[src/rtl/alu_issue_queue.sv]
// Issue queue in front of a multi-cycle ALU: buffers requests in a FIFO,
// issues one operation at a time, waits the opcode-specific latency, then
// holds the captured result until the consumer accepts it.
module alu_issue_queue #(
    parameter int DEPTH      = 4,
    parameter int LAT_SIMPLE = 1,
    parameter int LAT_ADDSUB = 4,
    parameter int LAT_MUL    = 4,
    parameter int LAT_DIV    = 66
) (
    input  logic        clk,
    input  logic        reset,
    input  logic        in_valid,
    output logic        in_ready,
    input  logic [3:0]  in_op,
    input  logic [63:0] in_a,
    input  logic [63:0] in_b,
    output logic [3:0]  alu_op,
    output logic [63:0] alu_a,
    output logic [63:0] alu_b,
    input  logic [63:0] alu_result,
    input  logic        alu_exception,
    input  logic        alu_overflow,
    input  logic        alu_underflow,
    output logic        out_valid,
    input  logic        out_ready,
    output logic [63:0] out_result,
    output logic [3:0]  out_op,
    output logic        out_exception,
    output logic        out_overflow,
    output logic        out_underflow,
    output logic [7:0]  exc_count
);

    localparam int PTR_W = (DEPTH > 1) ? $clog2(DEPTH) : 1;
    localparam int CNT_W = $clog2(DEPTH + 1);
    localparam int LAT_W = 16;

    typedef enum logic [1:0] {
        IDLE = 2'd0,
        EXEC = 2'd1,
        DONE = 2'd2
    } state_t;

    // Latency the external ALU needs for a given opcode.
    function automatic logic [LAT_W-1:0] lat_for(input logic [3:0] op);
        logic [LAT_W-1:0] lat;
        case (op)
            4'd1, 4'd2: lat = LAT_W'(LAT_ADDSUB);
            4'd3:       lat = LAT_W'(LAT_MUL);
            4'd4:       lat = LAT_W'(LAT_DIV);
            default:    lat = LAT_W'(LAT_SIMPLE);
        endcase
        return lat;
    endfunction

    logic [3:0]       op_mem [DEPTH];
    logic [63:0]      a_mem  [DEPTH];
    logic [63:0]      b_mem  [DEPTH];
    logic [PTR_W-1:0] wr_ptr;
    logic [PTR_W-1:0] rd_ptr;
    logic [CNT_W-1:0] count;

    state_t           state;
    logic [LAT_W-1:0] lat_cnt;

    logic             full;
    logic             fifo_empty;
    logic             push;
    logic             pop;
    logic             consume;
    logic             avail;
    logic [3:0]       head_op;
    logic [3:0]       issue_op;

    assign full       = (count == CNT_W'(DEPTH));
    assign fifo_empty = (count == '0);
    assign in_ready   = ~full;
    assign push       = in_valid & in_ready;
    assign head_op    = op_mem[rd_ptr];

    // Head leaves the FIFO on the same edge that its result is captured.
    assign pop     = (state == EXEC) && (lat_cnt == '0);
    assign consume = (state == DONE) && out_ready;

    // Work is available next cycle if the FIFO holds an entry or one arrives now.
    assign avail = ~fifo_empty | push;

    // When the FIFO is empty the entry that will become the head is the one being pushed.
    assign issue_op = fifo_empty ? in_op : head_op;

    // The ALU only sees operands while an operation is executing.
    assign alu_op = (state == EXEC) ? head_op        : 4'd0;
    assign alu_a  = (state == EXEC) ? a_mem[rd_ptr]  : 64'd0;
    assign alu_b  = (state == EXEC) ? b_mem[rd_ptr]  : 64'd0;

    // FIFO storage writes; contents are qualified by the pointers, so no reset.
    always_ff @(posedge clk) begin
        if (push) begin
            op_mem[wr_ptr] <= in_op;
            a_mem[wr_ptr]  <= in_a;
            b_mem[wr_ptr]  <= in_b;
        end
    end

    // FIFO pointers and occupancy; pointers wrap naturally since DEPTH is a power of two.
    always_ff @(posedge clk) begin
        if (reset) begin
            wr_ptr <= '0;
            rd_ptr <= '0;
            count  <= '0;
        end else begin
            if (push) begin
                wr_ptr <= wr_ptr + 1'b1;
            end
            if (pop) begin
                rd_ptr <= rd_ptr + 1'b1;
            end
            case ({push, pop})
                2'b10:   count <= count + 1'b1;
                2'b01:   count <= count - 1'b1;
                default: count <= count;
            endcase
        end
    end

    // Issue/complete FSM with latency counter, result holding register and exception counter.
    always_ff @(posedge clk) begin
        if (reset) begin
            state         <= IDLE;
            lat_cnt       <= '0;
            out_valid     <= 1'b0;
            out_result    <= '0;
            out_op        <= '0;
            out_exception <= 1'b0;
            out_overflow  <= 1'b0;
            out_underflow <= 1'b0;
            exc_count     <= '0;
        end else begin
            case (state)
                IDLE: begin
                    if (avail) begin
                        state   <= EXEC;
                        lat_cnt <= lat_for(issue_op);
                    end
                end
                EXEC: begin
                    if (lat_cnt == '0) begin
                        out_result    <= alu_result;
                        out_op        <= head_op;
                        out_exception <= alu_exception;
                        out_overflow  <= alu_overflow;
                        out_underflow <= alu_underflow;
                        out_valid     <= 1'b1;
                        state         <= DONE;
                    end else begin
                        lat_cnt <= lat_cnt - 1'b1;
                    end
                end
                DONE: begin
                    if (out_ready) begin
                        out_valid <= 1'b0;
                        if (out_exception && (exc_count != 8'hFF)) begin
                            exc_count <= exc_count + 8'd1;
                        end
                        if (avail) begin
                            state   <= EXEC;
                            lat_cnt <= lat_for(issue_op);
                        end else begin
                            state <= IDLE;
                        end
                    end
                end
                default: begin
                    state <= IDLE;
                end
            endcase
        end
    end

endmodule
[config.mk]
export PLATFORM = sky130hd
export DESIGN_NAME = alu_issue_queue
export DESIGN_NICKNAME = d
export VERILOG_FILES = /design/src/rtl/alu_issue_queue.sv
export SDC_FILE = /design/constraint.sdc
export NUM_CORES = 1
export LEC_CHECK = 0
export CAP_MARGIN = 15
export CORE_ASPECT_RATIO = 0.9
export CORE_UTILIZATION = 28
export DETAILED_ROUTE_END_ITERATION = 10
export SLEW_MARGIN = 15
export SYNTH_ARGS = -nofsm -noshare
export SYNTH_HDL_FRONTEND = slang
export SYNTH_SLANG_ARGS = --single-unit
export TNS_END_PERCENT = 100
[constraint.sdc]
create_clock -name clk -period 4.8 [get_ports clk]
set_input_delay 0.96 -clock clk [delete_from_list [all_inputs] [get_ports clk]]
set_output_delay 0.96 -clock clk [all_outputs]
set_load 0.1 [all_outputs]
==> impl_metrics.env, run 1 <==
export IMPL_ys_top_cells_by_area="edfxtp_1, mux4_2, dfxtp_1"
export IMPL_hold_depth=2
export IMPL_hpwl_mm=36.87
export IMPL_cp_top_family="buffers and inverters"
export IMPL_cts_tree="done"
export IMPL_synth_top_cell_area_share_pct=65.17
export IMPL_async_flop_share_pct=0
export IMPL_synth_area_um2=24330
export IMPL_final_layout_size_suffix_gt1_share_pct=20.05
export IMPL_power_frac_comb_pct=42.0
export IMPL_ys_seq_elements=635
export IMPL_htreeDepth=3
export IMPL_first_iter_violations=899
export IMPL_crit_arrival_ns=3.35
export IMPL_vias_per_cell=4.567
export IMPL_p_int_w=0.01223
export IMPL_row_count=102
export IMPL_worstHoldStart="out_result[10]$_SDFFE_PP0P_"
export IMPL_grt_use_met3_pct=4.994
export IMPL_netSwitchingFraction_pct=42.55
export IMPL_synth_ff_type="edfxtp_1"
export IMPL_slowest_delay_ns=0.97
export IMPL_drt_wirelength_per_cell_um=19.54
export IMPL_powerDensity_nw_per_um2=667.7
export IMPL_post_route_period_util_pct=89.83
export IMPL_finClkSkew_ns=0.01866
export IMPL_first_pass_iters=7
export IMPL_drv_cap=0
export IMPL_cts_sinks=635
export IMPL_clk_latency_ns=0.61
export IMPL_cts_buffers=72
export IMPL_synth_cell_types=55
export IMPL_yosys_warnings=0
export IMPL_met2_usage_pct=21.70
export IMPL_clk_pin_slew_ns=0.05
export IMPL_num_vias=13800
export IMPL_finalHoldViolations=0
export IMPL_yosys_top_cells_count="edfxtp_1, nand2_1, and2_1"
export IMPL_ios=416
export IMPL_slowest_stage="clkdlybuf4s50_1"
export IMPL_fin_crit_ns=4.312
export IMPL_gr_total_overflow=0
export IMPL_netlist_instances=1387
export IMPL_power_total_w=0.02129
export IMPL_drcViolationCount=0
export IMPL_syn_area_per_cell_um2=17.54
export IMPL_groute_layer_met1_usage_pct=15.55
export IMPL_yosys_cell_count_top_type="edfxtp_1"
export IMPL_synth_top_area_cell="edfxtp_1"
export IMPL_layout_nets=2034
export IMPL_clockBufferDepth=3
export IMPL_core_area_um2=86020
export IMPL_cp_start_kind="register"
export IMPL_worstPathMaxFanout=43
export IMPL_crit_buf_inv=1
export IMPL_reg2reg_depth=9
export IMPL_hold_end="out_result[10]$_SDFFE_PP0P_"
export IMPL_ant_nets=0
export IMPL_status="finished, final reports clean"
export IMPL_area_delta_synth_final_pct=31.04
export IMPL_tightest_slew_ns=1.067
export IMPL_syn_num_nets=1599
export IMPL_grt_pass1_wl_mm=87.37
export IMPL_io_buffers=415
export IMPL_slew_headroom_pct=28.66
export IMPL_grt_max_degree=78
export IMPL_cts_resized=0
export IMPL_grt_pass1_vias=14440
export IMPL_gp_congestion=0.9201
export IMPL_postCtsHoldBufs=0
export IMPL_max_freq_mhz=231.9
export IMPL_die_area_um2=88080
export IMPL_post_cts_buffers=0
export IMPL_seqPwrFrac_pct=33.1
export IMPL_crit_chain="mux4_2 > and2_1 > clkdlybuf4s50_1"
export IMPL_path_class="register to output port"
export IMPL_hold_class="register to register"
export IMPL_crit_required_ns=3.84
export IMPL_peakVddDrop_mv=0.6185
export IMPL_start_util_pct=28.28
export IMPL_chipHeight_um=281.6
export IMPL_clock_power_share_pct=24.9
export IMPL_r2r_start="lat_cnt[6]$_SDFFE_PP0P_"
export IMPL_switchingPower_w=0.009057
export IMPL_endpoint_kind="output port"
export IMPL_setup_viol=0
export IMPL_drv_slew=0
export IMPL_ff2ff_setup_slack_ns=1.77
export IMPL_routed_wl_mm=59.03
export IMPL_cts_root_buf="clkbuf_16"
export IMPL_fin_tns_setup_ns=0
export IMPL_top_usage_layer="met2"
export IMPL_die_x_um=312.7
export IMPL_ys_seq_area_share_pct=73.97
export IMPL_power_leakage_nw=10.38
export IMPL_grt_usage_pct=13.14
export IMPL_rsz0062_at_grt="false"
export IMPL_synth_edf_count=528
export IMPL_rr_endpoint="count[2]$_SDFFE_PP0P_"
export IMPL_grt_antenna_before_repair=12
-- sequential cells by signal, indices dropped and copies added (netlist names), named ones only --
signal	count
b_mem	256
count	3
state	2
out_valid	1
wr_ptr	2
rd_ptr	2
out_exception	1
lat_cnt	16
out_op	4
out_result	64
exc_count	8
op_mem	16
a_mem	256
out_overflow	1
out_underflow	1
-- per-layer routing --
layer  wire (um)  share of wire [%]
met5         133               0.23
met3        4935                8.4
met1       24010                 41
met4        1694                2.9
met2       28250                 48
-- worst register-to-register path, stage by stage (launching register included) --
cell and delay, ns:
dfxtp_1 0.39, nor4_2 0.42, nand2_1 0.28, nor4_1 0.53, ha_1 0.28, inv_1 0.06, fa_1 0.38, xor2_1 0.16
or3_1 0.31, a21oi_1 0.14
-- cell families (layout without fill, tap and decap cells) --
kind of cell / after synthesis / after routing / share of synthesized area [%]
adder cells (fa/ha/maj): 9 / 9 / 0.4937
flip-flops: 635 / 635 / 73.97
AO/OA/AOI/OAI: 126 / 126 / 3.266
other: 0 / 2 / 0
buffers and inverters: 92 / 580 / 1.599
multiplexers: 141 / 141 / 12.57
XOR/XNOR: 10 / 10 / 0.3600
AND/OR/NAND/NOR: 374 / 374 / 7.740
-- layout make-up --
class,count,area (um^2)
fillers,8026,54140
multi-input cells,660,5978
flip-flops and latches,635,18000
repair buffers,437,4129
clock inverters,33,335.3
clock buffers,94,1937
diodes,2,5.005
inverters,16,60.06
well taps,1144,1431
-- power by group through the flow --
stage / Sequential [W] / Clock, W / Combinational, W
final: 0.00704 / 0.00530 / 0.00894
after detailed placement: 0.00718 / 0 / 0.00903
after CTS: 0.00706 / 0.00548 / 0.00905
after global placement: 0.00713 / 0 / 0.00897
after floorplan: 0.00816 / 0 / 0.00583
after global routing: 0.00713 / 0.00567 / 0.00938
-- metrics by stage --
stage | hold slack, ns | util, % | std cells | area (um^2) | setup slack (ns)
final | 0.4478 | 37.06 | 3021 | 31880 | 0.4883
after global routing | 0.4668 | 37.06 | 3019 | 31880 | 0.2591
after CTS | 0.4501 | 37.06 | 3019 | 31880 | 0.3142
after detailed placement | 0.4426 | 34.42 | 2892 | 29600 | 0.9848
after global placement | 0.4386 | 34.42 | 2892 | 29600 | 0.9980
after floorplan | 0.4438 | - | 1387 | 24330 | 0.6325
-- how the worst max path moves through the flow --
stage | from | to | slack, ns | cells after the start
floorplan | register | alu_op[3] | 0.63 | 5
global placement | register | alu_b[63] | 1.0 | 3
detailed placement | register | alu_b[63] | 0.98 | 3
CTS | register | alu_b[63] | 0.31 | 3
global route | register | alu_b[63] | 0.26 | 3
finish | register | alu_b[63] | 0.49 | 3
-- placed cells by master, fill, tap and decap left out, types with 7 or more instances in the layout --
cell type,netlist,final
a2111o_1,8,8
a21oi_1,86,86
and2_1,133,133
buf_4,0,122
clkbuf_1,44,19
clkbuf_16,0,74
clkdlybuf4s50_1,0,309
clkinv_1,1,12
clkinv_2,0,7
dfxtp_1,107,105
edfxtp_1,528,528
ha_1,8,8
inv_1,15,15
mux2i_1,7,7
mux4_2,131,131
nand2_1,165,165
nand3_1,7,7
nor2_1,25,25
or3_1,10,9
(Power assumes the default switching activity.)
==> inputs of run 2 (changes only) <==
CTS_BUF_LIST = sky130_fd_sc_hd__clkbuf_8   (was default)
SKIP_CTS_REPAIR_TIMING = 1   (was default)
==> run 2 against run 1 <==
  * Core utilization decreased by 0.27 points
  * Clock skew up 0.021 ns
  * Sequential power hardly changed
  * Design area decreased by 0.74%
  * Flip-flop and latch count unchanged
  * Non-clock buffer count unchanged
  * Final cell count is 2.2% higher
  * First-iteration DRC count up 3.4%
  * Register-to-register slack better by 0.02 ns
  * Combinational power about the same
  * Critical path depth is the same
  * Largest cell class unchanged
==> impl_metrics.env, run 2 (synthesized netlist as in run 1, its figures left out) <==
export IMPL_status="finished, final reports clean"
export IMPL_layout_commonest_cell="edfxtp_1"
export IMPL_clockBufferDepth=3
export IMPL_endpoint_kind="output port"
export IMPL_start_util_pct=28.28
export IMPL_peakVddDrop_mv=0.4507
export IMPL_row_count=102
export IMPL_setup_viol=0
export IMPL_chipHeight_um=281.6
export IMPL_clk_pin_slew_ns=0.06
export IMPL_finClkSkew_ns=0.03937
export IMPL_slowest_delay_ns=0.97
export IMPL_ant_nets=0
export IMPL_die_x_um=312.7
export IMPL_die_area_um2=88080
export IMPL_mostFrequentLayoutCells="edfxtp_1, clkdlybuf4s50_1, nand2_1"
export IMPL_final_layout_size_suffix_gt1_share_pct=21.67
export IMPL_routed_wl_mm=59.56
export IMPL_first_pass_iters=5
export IMPL_ff2ff_setup_slack_ns=1.79
export IMPL_layout_nets=2070
export IMPL_largestRegisters="a_mem x256, b_mem x256, out_result x64"
export IMPL_grt_max_degree=78
export IMPL_slew_headroom_pct=28.73
export IMPL_rsz0062_at_grt="false"
export IMPL_fin_crit_ns=4.418
export IMPL_reg2reg_depth=9
export IMPL_cts_root_buf="clkbuf_8"
export IMPL_path_class="register to output port"
export IMPL_worstPathMaxFanout=43
export IMPL_max_freq_mhz=226.3
export IMPL_power_total_w=0.02054
export IMPL_r2r_start="lat_cnt[6]$_SDFFE_PP0P_"
export IMPL_post_route_period_util_pct=92.04
export IMPL_utilization_pct=36.79
export IMPL_grt_antenna_before_repair=11
export IMPL_cts_buffers=108
export IMPL_gr_total_overflow=0
export IMPL_core_area_um2=86020
export IMPL_drv_cap=0
export IMPL_rr_endpoint="count[2]$_SDFFE_PP0P_"
export IMPL_fin_tns_setup_ns=0
export IMPL_clk_latency_ns=0.72
export IMPL_cts_sinks=635
export IMPL_slowest_stage="clkdlybuf4s50_1"
export IMPL_worstSetupEndpoint="alu_b[63]"
export IMPL_grt_pass1_vias=14730
export IMPL_htreeDepth=3
export IMPL_cp_start_kind="register"
export IMPL_tightest_slew_ns=1.066
export IMPL_power_leakage_nw=10.46
export IMPL_grt_usage_pct=13.30
export IMPL_grt_pass1_wl_mm=88.60
export IMPL_ios=416
export IMPL_cts_tree="done"
export IMPL_drt_wirelength_per_cell_um=19.29
export IMPL_path_depth=3
export IMPL_gp_congestion=0.9201
export IMPL_crit_buf_inv=1
export IMPL_io_buffers=415
export IMPL_num_vias=13970
export IMPL_crit_arrival_ns=3.46
export IMPL_hold_class="register to register"
export IMPL_finalHoldViolations=0
export IMPL_powerDensity_nw_per_um2=649.0
export IMPL_crit_chain="mux4_2 > and2_1 > clkdlybuf4s50_1"
export IMPL_drv_slew=0
export IMPL_vias_per_cell=4.522
export IMPL_crit_required_ns=3.84
export IMPL_cp_top_family="buffers and inverters"
export IMPL_first_iter_violations=930
export IMPL_area_delta_synth_final_pct=30.07
export IMPL_drcViolationCount=0
export IMPL_hpwl_mm=36.87
export IMPL_hold_ws_ns=0.4485
## run 2: area by class of cell
cell class	count	area (um^2)
Fill cell	8054	54370
Sequential cell	635	18000
Multi-Input combinational cell	660	5978
Timing Repair Buffer	437	4129
Clock buffer	116	1597
Tap cell	1144	1431
Clock inverter	79	442.9
Inverter	16	60.06
Antenna cell	1	2.502
## run 2: worst register-to-register path, cell delays in order (launching register included)
cell and delay (ns):
dfxtp_1 0.39, nor4_2 0.41, nand2_1 0.28, nor4_1 0.50
ha_1 0.27, inv_1 0.06, fa_1 0.38, xor2_1 0.16
or3_1 0.31, a21oi_1 0.14
## run 2: worst min-delay path by stage
| stage | from | to | slack (ns) | cells after the start |
|---|---|---|---|---|
| 3_5_place_dp | out_result[6]$_SDFFE_PP0P_ | out_result[6]$_SDFFE_PP0P_ | 0.44 | 2 |
| 6_report | out_result[10]$_SDFFE_PP0P_ | out_result[10]$_SDFFE_PP0P_ | 0.45 | 2 |
| 3_3_place_gp | out_result[18]$_SDFFE_PP0P_ | out_result[18]$_SDFFE_PP0P_ | 0.44 | 2 |
| 2_1_floorplan | lat_cnt[15]$_SDFFE_PP0P_ | lat_cnt[15]$_SDFFE_PP0P_ | 0.44 | 2 |
| 5_1_grt | out_result[18]$_SDFFE_PP0P_ | out_result[18]$_SDFFE_PP0P_ | 0.47 | 2 |
| 4_1_cts | out_result[6]$_SDFFE_PP0P_ | out_result[6]$_SDFFE_PP0P_ | 0.45 | 2 |
## run 2: layer usage
layer  vias up  track usage, %  wire length, um  part of all wire, %
met5         -               0              134                 0.22
met3       117           5.435             5104                  8.6
met2       466           21.69            28560                   48
met4        20           5.166             1751                  2.9
li1       6318               -                -                    -
met1      7044           15.62            24010                   40
## run 2: report_power, final
group	internal (W)	total (W)	switching [W]
Clock	0.00239	0.00456	0.00216
Combinational	0.00242	0.00894	0.00652
Sequential	0.00668	0.00704	0.000366
Total	0.0115	0.0205	0.00905
## run 2: through the flow
stage,std cells,instance area (um^2),worst slack (ns)
2_1_floorplan,1387,24330,0.6325
3_3_place_gp,2892,29600,0.9980
3_5_place_dp,2892,29600,0.9848
4_1_cts,3087,31640,0.1371
5_1_grt,3087,31640,0.1193
6_report,3088,31650,0.3820
==> inputs of run 3 (changes only) <==
CORE_MARGIN = 2   (was default)
HOLD_SLACK_MARGIN = 0.1   (was default)
RECOVER_POWER = 50   (was default)
==> run 3 against run 2 <==
  * The flow now finishes with violations (capacitance limit, slew limit)
  * Die area increased by 1.4%
  * Non-clock buffer count rose by 13
  * Largest power group unchanged
  * Final cell count is 0.74% higher
  * Highest routed layer unchanged
  * Design area is 0.75% higher
  * Register-to-register slack lost 0.51 ns
  * Largest cell class unchanged
  * First-iteration DRC count down 9.4%
  * Sequential share of layout area fell by 0.42 points
  * Sequential power hardly changed
  * Fmax decreased by 1.9%
  * Total power up 0.18%
  * Hold slack is essentially flat
==> impl_metrics.env, run 3 (synthesized netlist as in run 1, its figures left out) <==
export IMPL_worstHoldStart="out_underflow$_SDFFE_PP0P_"
export IMPL_cts_sinks=635
export IMPL_placed_area_um2=29910
export IMPL_hold_ws_ns=0.4489
export IMPL_grt_pass1_wl_mm=91.31
export IMPL_grt_max_degree=80
export IMPL_slew_headroom_pct=-68.27
export IMPL_drcViolationCount=0
export IMPL_crit_required_ns=3.84
export IMPL_row_count=102
export IMPL_core_area_um2=86020
export IMPL_crit_chain="buf_4 > mux4_2 > and2_1 > clkdlybuf4s50_1"
export IMPL_layout_nets=2081
export IMPL_fin_crit_ns=4.503
export IMPL_slowest_delay_ns=0.97
export IMPL_drv_slew=124
export IMPL_p_int_w=0.01149
export IMPL_violations="capacitance limit, slew limit"
export IMPL_gp_congestion=0.8485
export IMPL_first_pass_iters=5
export IMPL_hpwl_mm=38.64
export IMPL_cts_buffers=106
export IMPL_largestRegisters="a_mem x256, b_mem x256, out_result x64"
export IMPL_final_layout_size_suffix_gt1_share_pct=19.71
export IMPL_worstPathMaxFanout=33
export IMPL_hold_class="register to register"
export IMPL_finClkSkew_ns=0.04500
export IMPL_vias_per_cell=4.536
export IMPL_layout_commonest_cell="edfxtp_1"
export IMPL_cts_tree="done"
export IMPL_cp_start_kind="register"
export IMPL_clockBufferDepth=3
export IMPL_r2r_start="count[1]$_SDFFE_PP0P_"
export IMPL_tightest_slew_ns=2.524
export IMPL_clk_pin_slew_ns=0.06
export IMPL_max_freq_mhz=222.1
export IMPL_die_x_um=314.7
export IMPL_mostFrequentLayoutCells="edfxtp_1, clkdlybuf4s50_1, nand2_1"
export IMPL_chipHeight_um=283.6
export IMPL_first_iter_violations=843
export IMPL_met2_usage_pct=22.90
export IMPL_grt_antenna_before_repair=27
export IMPL_drv_cap=3
export IMPL_power_frac_comb_pct=44.2
export IMPL_top_usage_layer="met2"
export IMPL_endpoint_kind="output port"
export IMPL_switchingPower_w=0.009084
export IMPL_clk_latency_ns=0.75
export IMPL_rsz0062_at_grt="false"
export IMPL_crit_arrival_ns=3.54
export IMPL_cts_root_buf="clkbuf_8"
export IMPL_grt_use_met3_pct=5.189
export IMPL_powerDensity_nw_per_um2=645.3
export IMPL_status="finished with violations"
export IMPL_clock_power_share_pct=21.6
export IMPL_htreeDepth=3
export IMPL_area_delta_synth_final_pct=31.04
export IMPL_ios=416
export IMPL_ant_nets=0
export IMPL_drt_wirelength_per_cell_um=19.62
export IMPL_gr_total_overflow=0
export IMPL_fin_tns_setup_ns=0
export IMPL_post_route_period_util_pct=93.82
export IMPL_grt_pass1_vias=15030
export IMPL_routed_wl_mm=61.03
export IMPL_grt_usage_pct=13.45
export IMPL_num_vias=14110
export IMPL_final_cell_area_um2=31880
export IMPL_io_buffers=415
export IMPL_power_leakage_nw=10.50
export IMPL_slowest_stage="clkdlybuf4s50_1"
export IMPL_peakVddDrop_mv=0.3629
export IMPL_groute_layer_met1_usage_pct=15.43
export IMPL_die_area_um2=89270
export IMPL_netSwitchingFraction_pct=44.15
export IMPL_start_util_pct=28.28
export IMPL_path_class="register to output port"
export IMPL_seqPwrFrac_pct=34.2
export IMPL_finalHoldViolations=0
export IMPL_setup_viol=0
==> run 3: changes by cell type in the layout (fill, tap and decap cells not counted), sizes merged <==
cell / previous run / this run
clkdlybuf4s50: 309 / 215
clkinv: 33 / 36
buf: 128 / 99
clkinvlp: 3 / 2
dlygate4sd3: 0 / 134
clkbuf: 116 / 110
diode: 1 / 14
inv: 56 / 59
==> run 3: worst max-delay path: cells and delay by family, from the launching register on <==
family / cells / cell delay [ns]
buffers and inverters: 2 / 1.27
DFF: 1 / 0.80
muxes: 1 / 0.51
and+or+nand+nor: 1 / 0.17
==> run 3: power groups by stage <==
stage	combinational, W	clock (W)	sequential, W
global placement	0.00917	0	0.00711
global route	0.00957	0.00485	0.00711
floorplan	0.00583	0	0.00816
finish	0.00910	0.00445	0.00703
CTS	0.00926	0.00464	0.00705
detailed placement	0.00923	0	0.00715
==> run 3: final timing paths <==
kind                            depth (start not counted)                          to  slack, ns
worst max-delay path                                    4                   alu_b[51]       0.30
worst min register to register                          2  out_underflow$_SDFFE_PP0P_       0.45
worst min-delay path                                    2  out_underflow$_SDFFE_PP0P_       0.45
worst max register to register                          4      a_mem[3][63]$_DFFE_PP_       1.28
==> run 3: layout make-up <==
cell class                 instances  area (um^2)
fill                            8112        54140
sequential                       635        18000
multi-input combinational        660         5958
timing repair buffer             450         4418
clock buffer                     108         1486
tap                             1144         1431
clock inverter                    84        488.0
inverter                          16        60.06
antenna                           14        35.03
==> run 3: metal layers <==
| layer | vias up | wire length [um] |
|---|---|---|
| li1 | 6360 | - |
| met1 | 7116 | 23620 |
| met2 | 463 | 30150 |
| met3 | 154 | 5359 |
| met4 | 20 | 1766 |
| met5 | - | 134 |
==> run 3: through the flow <==
step / power [W] / setup slack (ns) / util [%] / cells
2_1_floorplan: 0.01399 / 0.6325 / - / 1387
3_3_place_gp: 0.01628 / 0.9780 / 34.77 / 2905
3_5_place_dp: 0.01639 / 0.9220 / 34.77 / 2905
4_1_cts: 0.02094 / 0.07554 / 37.07 / 3097
5_1_grt: 0.02153 / 0.02858 / 37.05 / 3107
6_report: 0.02057 / 0.2966 / 37.06 / 3111
